[config.mk]
export PLATFORM = sky130hd
export DESIGN_NAME = mssd_frame_tx
export DESIGN_NICKNAME = d
export VERILOG_FILES = /design/src/rtl/mssd_frame_tx.sv
export SDC_FILE = /design/constraint.sdc
export NUM_CORES = 1
export LEC_CHECK = 0
export CAP_MARGIN = 15
export CORE_MARGIN = 1.5
export CORE_UTILIZATION = 35
export DETAILED_ROUTE_END_ITERATION = 8
export REMOVE_ABC_BUFFERS = 1
export SYNTH_ARGS = -nofsm -noshare
export SYNTH_HDL_FRONTEND = slang
export SYNTH_SLANG_ARGS = --single-unit
[constraint.sdc]
create_clock -name clk -period 2.13 [get_ports clk]
set_clock_uncertainty 0.05 [all_clocks]
set_input_delay 0.426 -clock clk [delete_from_list [all_inputs] [get_ports clk]]
set_output_delay 0.426 -clock clk [all_outputs]
set_load 0.005 [all_outputs]
[src/rtl/mssd_frame_tx.sv]
// rtl/mssd_frame_tx.sv - MSSD serial frame transmitter: start bit, dest, len, N data bits, then idle gap
module mssd_frame_tx #(
    parameter int IDLE_GAP = 2,
    parameter int LEN_W    = 4
) (
    input  logic                  clk,
    input  logic                  rst,
    input  logic                  start,
    input  logic [1:0]            dest,
    input  logic [LEN_W-1:0]      len,
    input  logic [2**LEN_W-2:0]   data,
    output logic                  serOut,
    output logic                  ready,
    output logic                  busy,
    output logic                  done
);
    localparam int DW = 2**LEN_W - 1;
    localparam int SW = 2 + LEN_W + DW;
    localparam int RW = $clog2(SW + 1);
    localparam int GW = (IDLE_GAP > 1) ? $clog2(IDLE_GAP + 1) : 1;
    localparam logic [RW-1:0] HDR_BITS = RW'(2 + LEN_W);
    localparam logic [RW-1:0] LEN_BITS = RW'(LEN_W);

    typedef enum logic [2:0] {IDLE, START, DEST, LEN, DATA, GAP} state_t;

    state_t            state;
    logic [SW-1:0]     shReg;
    logic [RW-1:0]     remain;
    logic [LEN_W-1:0]  lenR;
    logic [GW-1:0]     gapCnt;
    logic [RW-1:0]     nBits;

    assign nBits = {{(RW-LEN_W){1'b0}}, lenR};

    always_ff @(posedge clk) begin
        if (rst) begin
            state  <= IDLE;
            serOut <= 1'b1;
            ready  <= 1'b1;
            busy   <= 1'b0;
            done   <= 1'b0;
            shReg  <= '0;
            remain <= '0;
            lenR   <= '0;
            gapCnt <= '0;
        end else if (start && ready) begin
            // Payload is left-aligned (shifted by DW-len == ~len) so data[N-1] leads
            // and bits above N-1 fall off the top.
            state  <= START;
            serOut <= 1'b0;
            ready  <= 1'b0;
            busy   <= 1'b1;
            done   <= 1'b0;
            shReg  <= {dest, len, data << ~len};
            lenR   <= len;
            remain <= HDR_BITS + {{(RW-LEN_W){1'b0}}, len};
        end else begin
            case (state)
                IDLE: begin
                    serOut <= 1'b1;
                end
                START, DEST, LEN, DATA: begin
                    if (remain == '0) begin
                        state  <= GAP;
                        serOut <= 1'b1;
                        busy   <= 1'b0;
                        done   <= 1'b0;
                        gapCnt <= GW'(IDLE_GAP - 1);
                        ready  <= (IDLE_GAP == 1);
                    end else begin
                        serOut <= shReg[SW-1];
                        shReg  <= {shReg[SW-2:0], 1'b0};
                        remain <= remain - 1'b1;
                        done   <= (remain == RW'(1));
                        if (remain > nBits + LEN_BITS)
                            state <= DEST;
                        else if (remain > nBits)
                            state <= LEN;
                        else
                            state <= DATA;
                    end
                end
                GAP: begin
                    // ready rises for the final gap cycle so a held start
                    // begins the next frame right after exactly IDLE_GAP idle bits.
                    if (gapCnt == '0) begin
                        state <= IDLE;
                        ready <= 1'b1;
                    end else begin
                        gapCnt <= gapCnt - 1'b1;
                        ready  <= (gapCnt == GW'(1));
                    end
                end
                default: state <= IDLE;
            endcase
        end
    end
endmodule

==> results.md, run 1 <==
- Post-Syn Area: approximately 2500 um^2
- Core area: 6869 um^2
- Layout overhead on the synthesized area: 29.00%
- Gpl congestion: roughly 0.86
- FF-to-FF End: remain[0]
- WHS Endpoint: done
- Largest family of logic cells by synthesized area: simple AND/OR/NAND/NOR gates
- Hold-fix buffers at CTS: 0
- Design area: approximately 3300 um^2
- Nets: around 390
- Primary FF master, synth: dfxtp_1
- GR peak layer: met2
- Max Root-Sink Buffers: 2
- Critical Path Fanout Max: 8
- CTS buffer count: 5
- Placed Area: 3149 um^2
- Total Wirelength: a little under 7000 um
- Grt met2 use: between 30% and 40%
- FF-to-FF setup slack: 0.13 ns
- Cells on worst reg2reg path: 7
- # H-tree levels: 2
- Family with the most delay on the worst path: buffers and inverters
- DRC: 0
- Avg Inst Size Synth: between 8 and 9 um^2
- Post-route clock period utilization: a little over nine tenths
- Post-synthesis instance total: about 300
- Area share of the largest cell type after synthesis: between 30% and 40%
- Buf/Inv on CP: 2
- GRT Util Overall: 18.73%
- Synth cell types: between 50 and 60
- Max-slew violations: 0
- DIE WIDTH: a little under 90 um
- Crit path DAT: roughly 2.2 ns
- Clock-pin slew on the worst setup and hold paths: approximately 0.08 ns
- Post-synth top area cell: dfxtp_1
- Initial antenna violation count: 0
- Pwr/cell area: between 800 and 900 nW/um^2
- Final setup TNS: 0 ns
- DP HPWL: approximately 5300 um
- Starting density of the core: 36.68%
- Post-Synth Simple-Gate Area: 22.19%
- Yosys warnings: 0
- XOR/XNOR Fraction of Synth Area: 1.390%
- Area contributors post-synth: dfxtp_1 31%, mux4_2 11%, ha_1 7.0%
- Avg Vias per Cell: about 5.4
- Synth Area in Compound Gates: roughly a fifth
- Global Route met3 Usage: around 3.4%
- Met1 Usage GRT: about a quarter
- Die Y: about 88 um
- Share of cells above drive strength 1: between 20% and 30%
- Top cells by count, synth: 39 x dfxtp_1, 39 x nand2_1, 29 x nor2_1
- Clk Latency, worst-skew pair: 0.29 ns
- Sequential-to-total area share from yosys stat: a little under a third
- LEAKAGE: about 0.0013 uW
- Status: finished clean
- Final min period: 2.044 ns
- DRT antenna net count: 0
- CP Cell Sequence: clkdlybuf4s50_1 -> buf_4 -> mux4_2 -> nand2_1 -> o21ai_0 -> a311oi_1 -> nor4_1
- P_sw: approximately 1100 uW
- Hold slack: between 0.4 and 0.5 ns
- Sw Share: 38.09%
- Cell internal pwr: between 1500 and 2000 uW
- Avg WL per Cell: 15.19 um
- Req. time, crit path: about 2.3 ns
- R2R Path Start: remain[0]
- Vias in the first global route: between 2,000 and 2,500
- CTS root buf: clkbuf_8
- TritonCTS clock tree: built
- EDFF count, synth: 0
- Slowest stage delay, CP: between 0.5 and 0.6 ns
- Hold Path Class: flip-flop to flip-flop
- #FFs+latches synth: 39
- Multiplexer share of the synthesized area: 14.00%
- I/O pin cnt: 28
- Clock Sinks: 39
- Final Power: about 2900 uW
- Comb pwr share: roughly half
- Hold_sp: done
- Count of final setup violators: 0
- Clk pwr share: 17.0%
- Sequential share of power: around a third
- # rows: 30
- Worst vdd ir: between 0.2 and 0.3 mV
- Worst Tran Pin Value: between 0.3 and 0.4 ns
- Hold path depth: 2
- Die area: roughly 7700 um^2
- Detailed Routing Iterations Pass 1: 4
- Largest net degree at the start of global routing: 20
- RSZ-0062 raised after global routing: no
- GRT Residual Overflow: 0
- First-pass GRT wire length: about 11,000 um
- Slew HR: between 70% and 80%
- Number of max-cap violations: 0
- Inserted Diodes: 0
- Synth Area in Adders: 6.951%
- Buffers on Ports: 27
- Final Hold Viols: 0
- Async SR Flop Fraction: 0%
- F_max: 489.2 MHz
- Slowest cell on crit path: clkdlybuf4s50_1
- Crit Path Class: input pin to flip-flop
- Startpoint types: input pin
- Vias: 2,382
- Drt initial violations: between 100 and 150
- Endpoint class of the critical path: flip-flop
- Layout Utilization: a little under half
==> worst reg2reg max path, delay by kind of cell (launching register included) <==
| kind | cells | cell delay, ns |
|---|---|---|
| AOI/OAI and AO/OA | 1 | 0.08 |
| buffers and inverters | 2 | 0.32 |
| adders and majority gates | 1 | 0.19 |
| DFF | 1 | 0.31 |
| xor gates and xnor gates | 1 | 0.14 |
| and+or+nand+nor | 2 | 0.81 |
==> cells by family (layout without fill, tap and decap cells) <==
group           after synthesis  in the layout
xor+xnor                      4              4
flops                        39             39
compound gates               69             69
mux                          20             20
simple gates                115            115
fa+ha+maj                    14             14
buf+inv                      31             88
==> per-stage QoR <==
step	setup WS [ns]	std cells
detailed placement	-0.2427	437
floorplan	0.002153	272
finish	0.08591	445
CTS	0.01544	445
global route	0.004014	445
global placement	-0.1746	437
==> per-layer routing <==
layer | up-vias | share of wire, %
met5 | - | 0
met1 | 1121 | 45
met2 | 57 | 49
met4 | 0 | 2.8
met3 | 16 | 4.0
li1 | 1188 | -
==> sequential cells by signal, indices dropped and copies added, names as in the netlist <==
name    count
serOut      1
state       3
gapCnt      2
busy        1
shReg      21
remain      5
done        1
ready       1
lenR        4
==> worst max-delay path by stage <==
stage	from	to	slack, ns	cells after the start
2_1_floorplan	remain[0]	remain[3]	0.002	7
3_3_place_gp	len[0]	shReg[6]	-0.17	7
3_5_place_dp	len[0]	shReg[11]	-0.24	7
4_1_cts	remain[0]	shReg[12]	0.02	8
5_1_grt	remain[1]	shReg[12]	0.004	8
6_report	len[0]	shReg[11]	0.09	7
==> cell usage in the layout, fill, tap and decap left out, types with 12 or more instances in the layout <==
master and instances:
mux4_2 12, nor3_1 15, ha_1 14, clkdlybuf4s50_1 27, dfxtp_1 39, a21oi_1 16
nor2_1 29, o21ai_0 12, buf_4 40, nand2_1 38
==> power groups by stage <==
stage          registers, uW  logic [uW]  clock network, uW
2_1_floorplan            991         852                  0
3_3_place_gp             995        1370                  0
3_5_place_dp             999        1390                  0
4_1_cts                  984        1420                510
5_1_grt                 1000        1590                541
6_report                 983        1420                494
==> area by class of cell <==
| class | instances | area (um^2) |
|---|---|---|
| flip-flops and latches | 39 | 780.7 |
| repair buffers | 69 | 610.6 |
| fillers | 682 | 3618 |
| clock buffers | 6 | 72.57 |
| well taps | 96 | 120.1 |
| multi-input cells | 222 | 1613 |
| clock inverters | 2 | 12.51 |
| inverters | 11 | 41.29 |
==> what timing repair did <==
item,in CTS,in global routing
hold endpoints to repair,0,0
resized for setup,2,2
gates cloned,0,0
pin swaps,0,2
setup buffers,0,0
setup endpoints to repair,1,8
No activity file was read; power rests on OpenSTA's default activity.
==> run 2: changes to the inputs <==
Settings changed: GPL_ROUTABILITY_DRIVEN from default to 0.
Clock period 2.13 ns to 2.2 ns, I/O delays scaled along.
==> results.md, run 2 (same netlist as run 1, synthesis figures left out) <==
- Status: finished clean
- Share of cells above drive strength 1: approximately a fifth
- GRT Util Overall: approximately 17%
- Req. time, crit path: about 2.3 ns
- Post-CTS setup buffers: 0
- DRT antenna net count: 0
- Max-slew violations: 0
- Die Y: ~90 um
- Worst vdd ir: approximately 0.32 mV
- Max Root-Sink Buffers: 2
- Pwr/cell area: roughly 900 nW/um^2
- FF-to-FF setup slack: approximately 0.1 ns
- Worst Setup EP: shReg[4]
- GRT Residual Overflow: 0
- Clock Sinks: 39
- Max reg flops: 21
- Met1 Usage GRT: approximately 22%
- Global Route met3 Usage: roughly 3.2%
- F_max: roughly 480 MHz
- Inserted Diodes: 0
- CTS buffer count: 5
- First-pass GRT wire length: 10,510 um
- Crit path DAT: around 2.2 ns
- Final Hold Viols: 0
- GR peak layer: met2
- DRC: 0
- Count of final setup violators: 0
- Core area: about 7000 um^2
- Initial antenna violation count: 0
- Post-place setup slack: -0.2118 ns
- Grt met2 use: 29.01%
- Critical Path Fanout Max: 8
- Worst Tran Pin Value: around 0.35 ns
- Vias in the first global route: around 2,300
- # rows: 30
- Nets: about 380
- FF-to-FF End: shReg[8]
- Slew HR: between 70 and 80%
- Hold Path Class: flip-flop to flip-flop
- Placed Area: 3074 um^2
- Commonest cells after routing, fill and taps aside: 39 x dfxtp_1, 38 x nand2_1, 30 x buf_4
- Final min period: between 2 and 2.5 ns
- Starting density of the core: 36.68%
- Design area: 3217 um^2
- Avg Vias per Cell: 5.418
- RSZ-0062 raised after global routing: no
- Post-route clock period utilization: a little over nine tenths
- Placed cells: 427
- Cells on worst reg2reg path: 7
- Detailed Routing Iterations Pass 1: 4
- Largest Register: shReg
- Final Non-Filler Cells: approximately 440
- Number of max-cap violations: 0
- Worst Setup Slack, final: around 0.1 ns
- R2R Path Start: remain[1]
- Total Wirelength: ~6400 um
- DIE WIDTH: 87.85 um
- Layout overhead on the synthesized area: 27.66%
- Clock-pin slew on the worst setup and hold paths: approximately 0.08 ns
- Avg WL per Cell: between 10 and 15 um
- Buffers on Ports: 27
- Largest net degree at the start of global routing: 41
- DP HPWL: 5016 um
- I/O pin cnt: 28
- Clk Latency, worst-skew pair: around 0.29 ns
- Commonest non-fill, non-tap cell in the layout: dfxtp_1
- Vias: about 2,400
- Largest regs: shReg: 21 flops, remain: 5 flops, lenR: 4 flops
- TritonCTS clock tree: built
- Worst setup path startpoint: len[0]
- Startpoint types: input pin
- CTS root buf: clkbuf_8
- Crit Path Class: input pin to flip-flop
- Endpoint class of the critical path: flip-flop
- Drt initial violations: ~130
- # H-tree levels: 2
- Hold-fix buffers at CTS: 0
- LEAKAGE: between 0.001 and 0.0015 uW
- Die area: slightly below 8000 um^2
run 2: cell types whose count changed in the layout (fill, tap and decap cells not counted), sizes merged:
| cell | previous run | this run |
|---|---|---|
| bufinv | 0 | 1 |
| clkinvlp | 1 | 0 |
| buf | 42 | 32 |
run 2: worst min-delay path by stage:
stage / endpoint / startpoint / cells past startpoint / slack [ns]
floorplan: lenR[1] / lenR[1] / 2 / 0.38
global placement: done / done / 2 / 0.40
detailed placement: done / done / 2 / 0.40
CTS: done / done / 2 / 0.42
global route: shReg[15] / shReg[14] / 2 / 0.43
finish: shReg[15] / shReg[14] / 2 / 0.42
run 2: per-layer routing:
metal,vias up,routed length [um]
met5,-,0
li1,1168,-
met2,43,3063
met4,0,167
met1,1131,3046
met3,15,147
run 2: report_power, final:
part           leakage, uW  switching (uW)  internal (uW)
registers         0.000321             114            860
logic             0.000873             678            620
clock network    0.0000612             253            367
run 2: critical path: stages:
cell and delay (ns):
clkdlybuf4s50_1 0.52, buf_4 0.20, mux4_2 0.56, mux2i_1 0.23, nor2_1 0.07, a21oi_1 0.12, a211oi_1 0.08
run 2: what timing repair did:
action | 4_1_cts | 5_1_grt
cloned | 0 | 0
endpoints found under the setup margin | 1 | 12
gates resized for setup | 1 | 7
pin swaps | 0 | 0
run 2: through the flow:
step	power [uW]	hold slack (ns)	util [%]	TNS, ns
after detailed placement	2257	0.4027	44.75	-1.362
after floorplan	1784	0.3803	-	0
after CTS	2887	0.4167	46.48	0
final	2891	0.4176	46.83	0
after global placement	2238	0.3984	44.75	-1.152
after global routing	3108	0.4331	46.83	0
run 2: cell type report:
cell class | count | area [um^2]
multi-input cells | 222 | 1622
clock inverters | 2 | 35.03
clock buffers | 6 | 82.58
flip-flops and latches | 39 | 780.7
fillers | 668 | 3652
well taps | 96 | 120.1
inverters | 11 | 41.29
repair buffers | 59 | 535.5
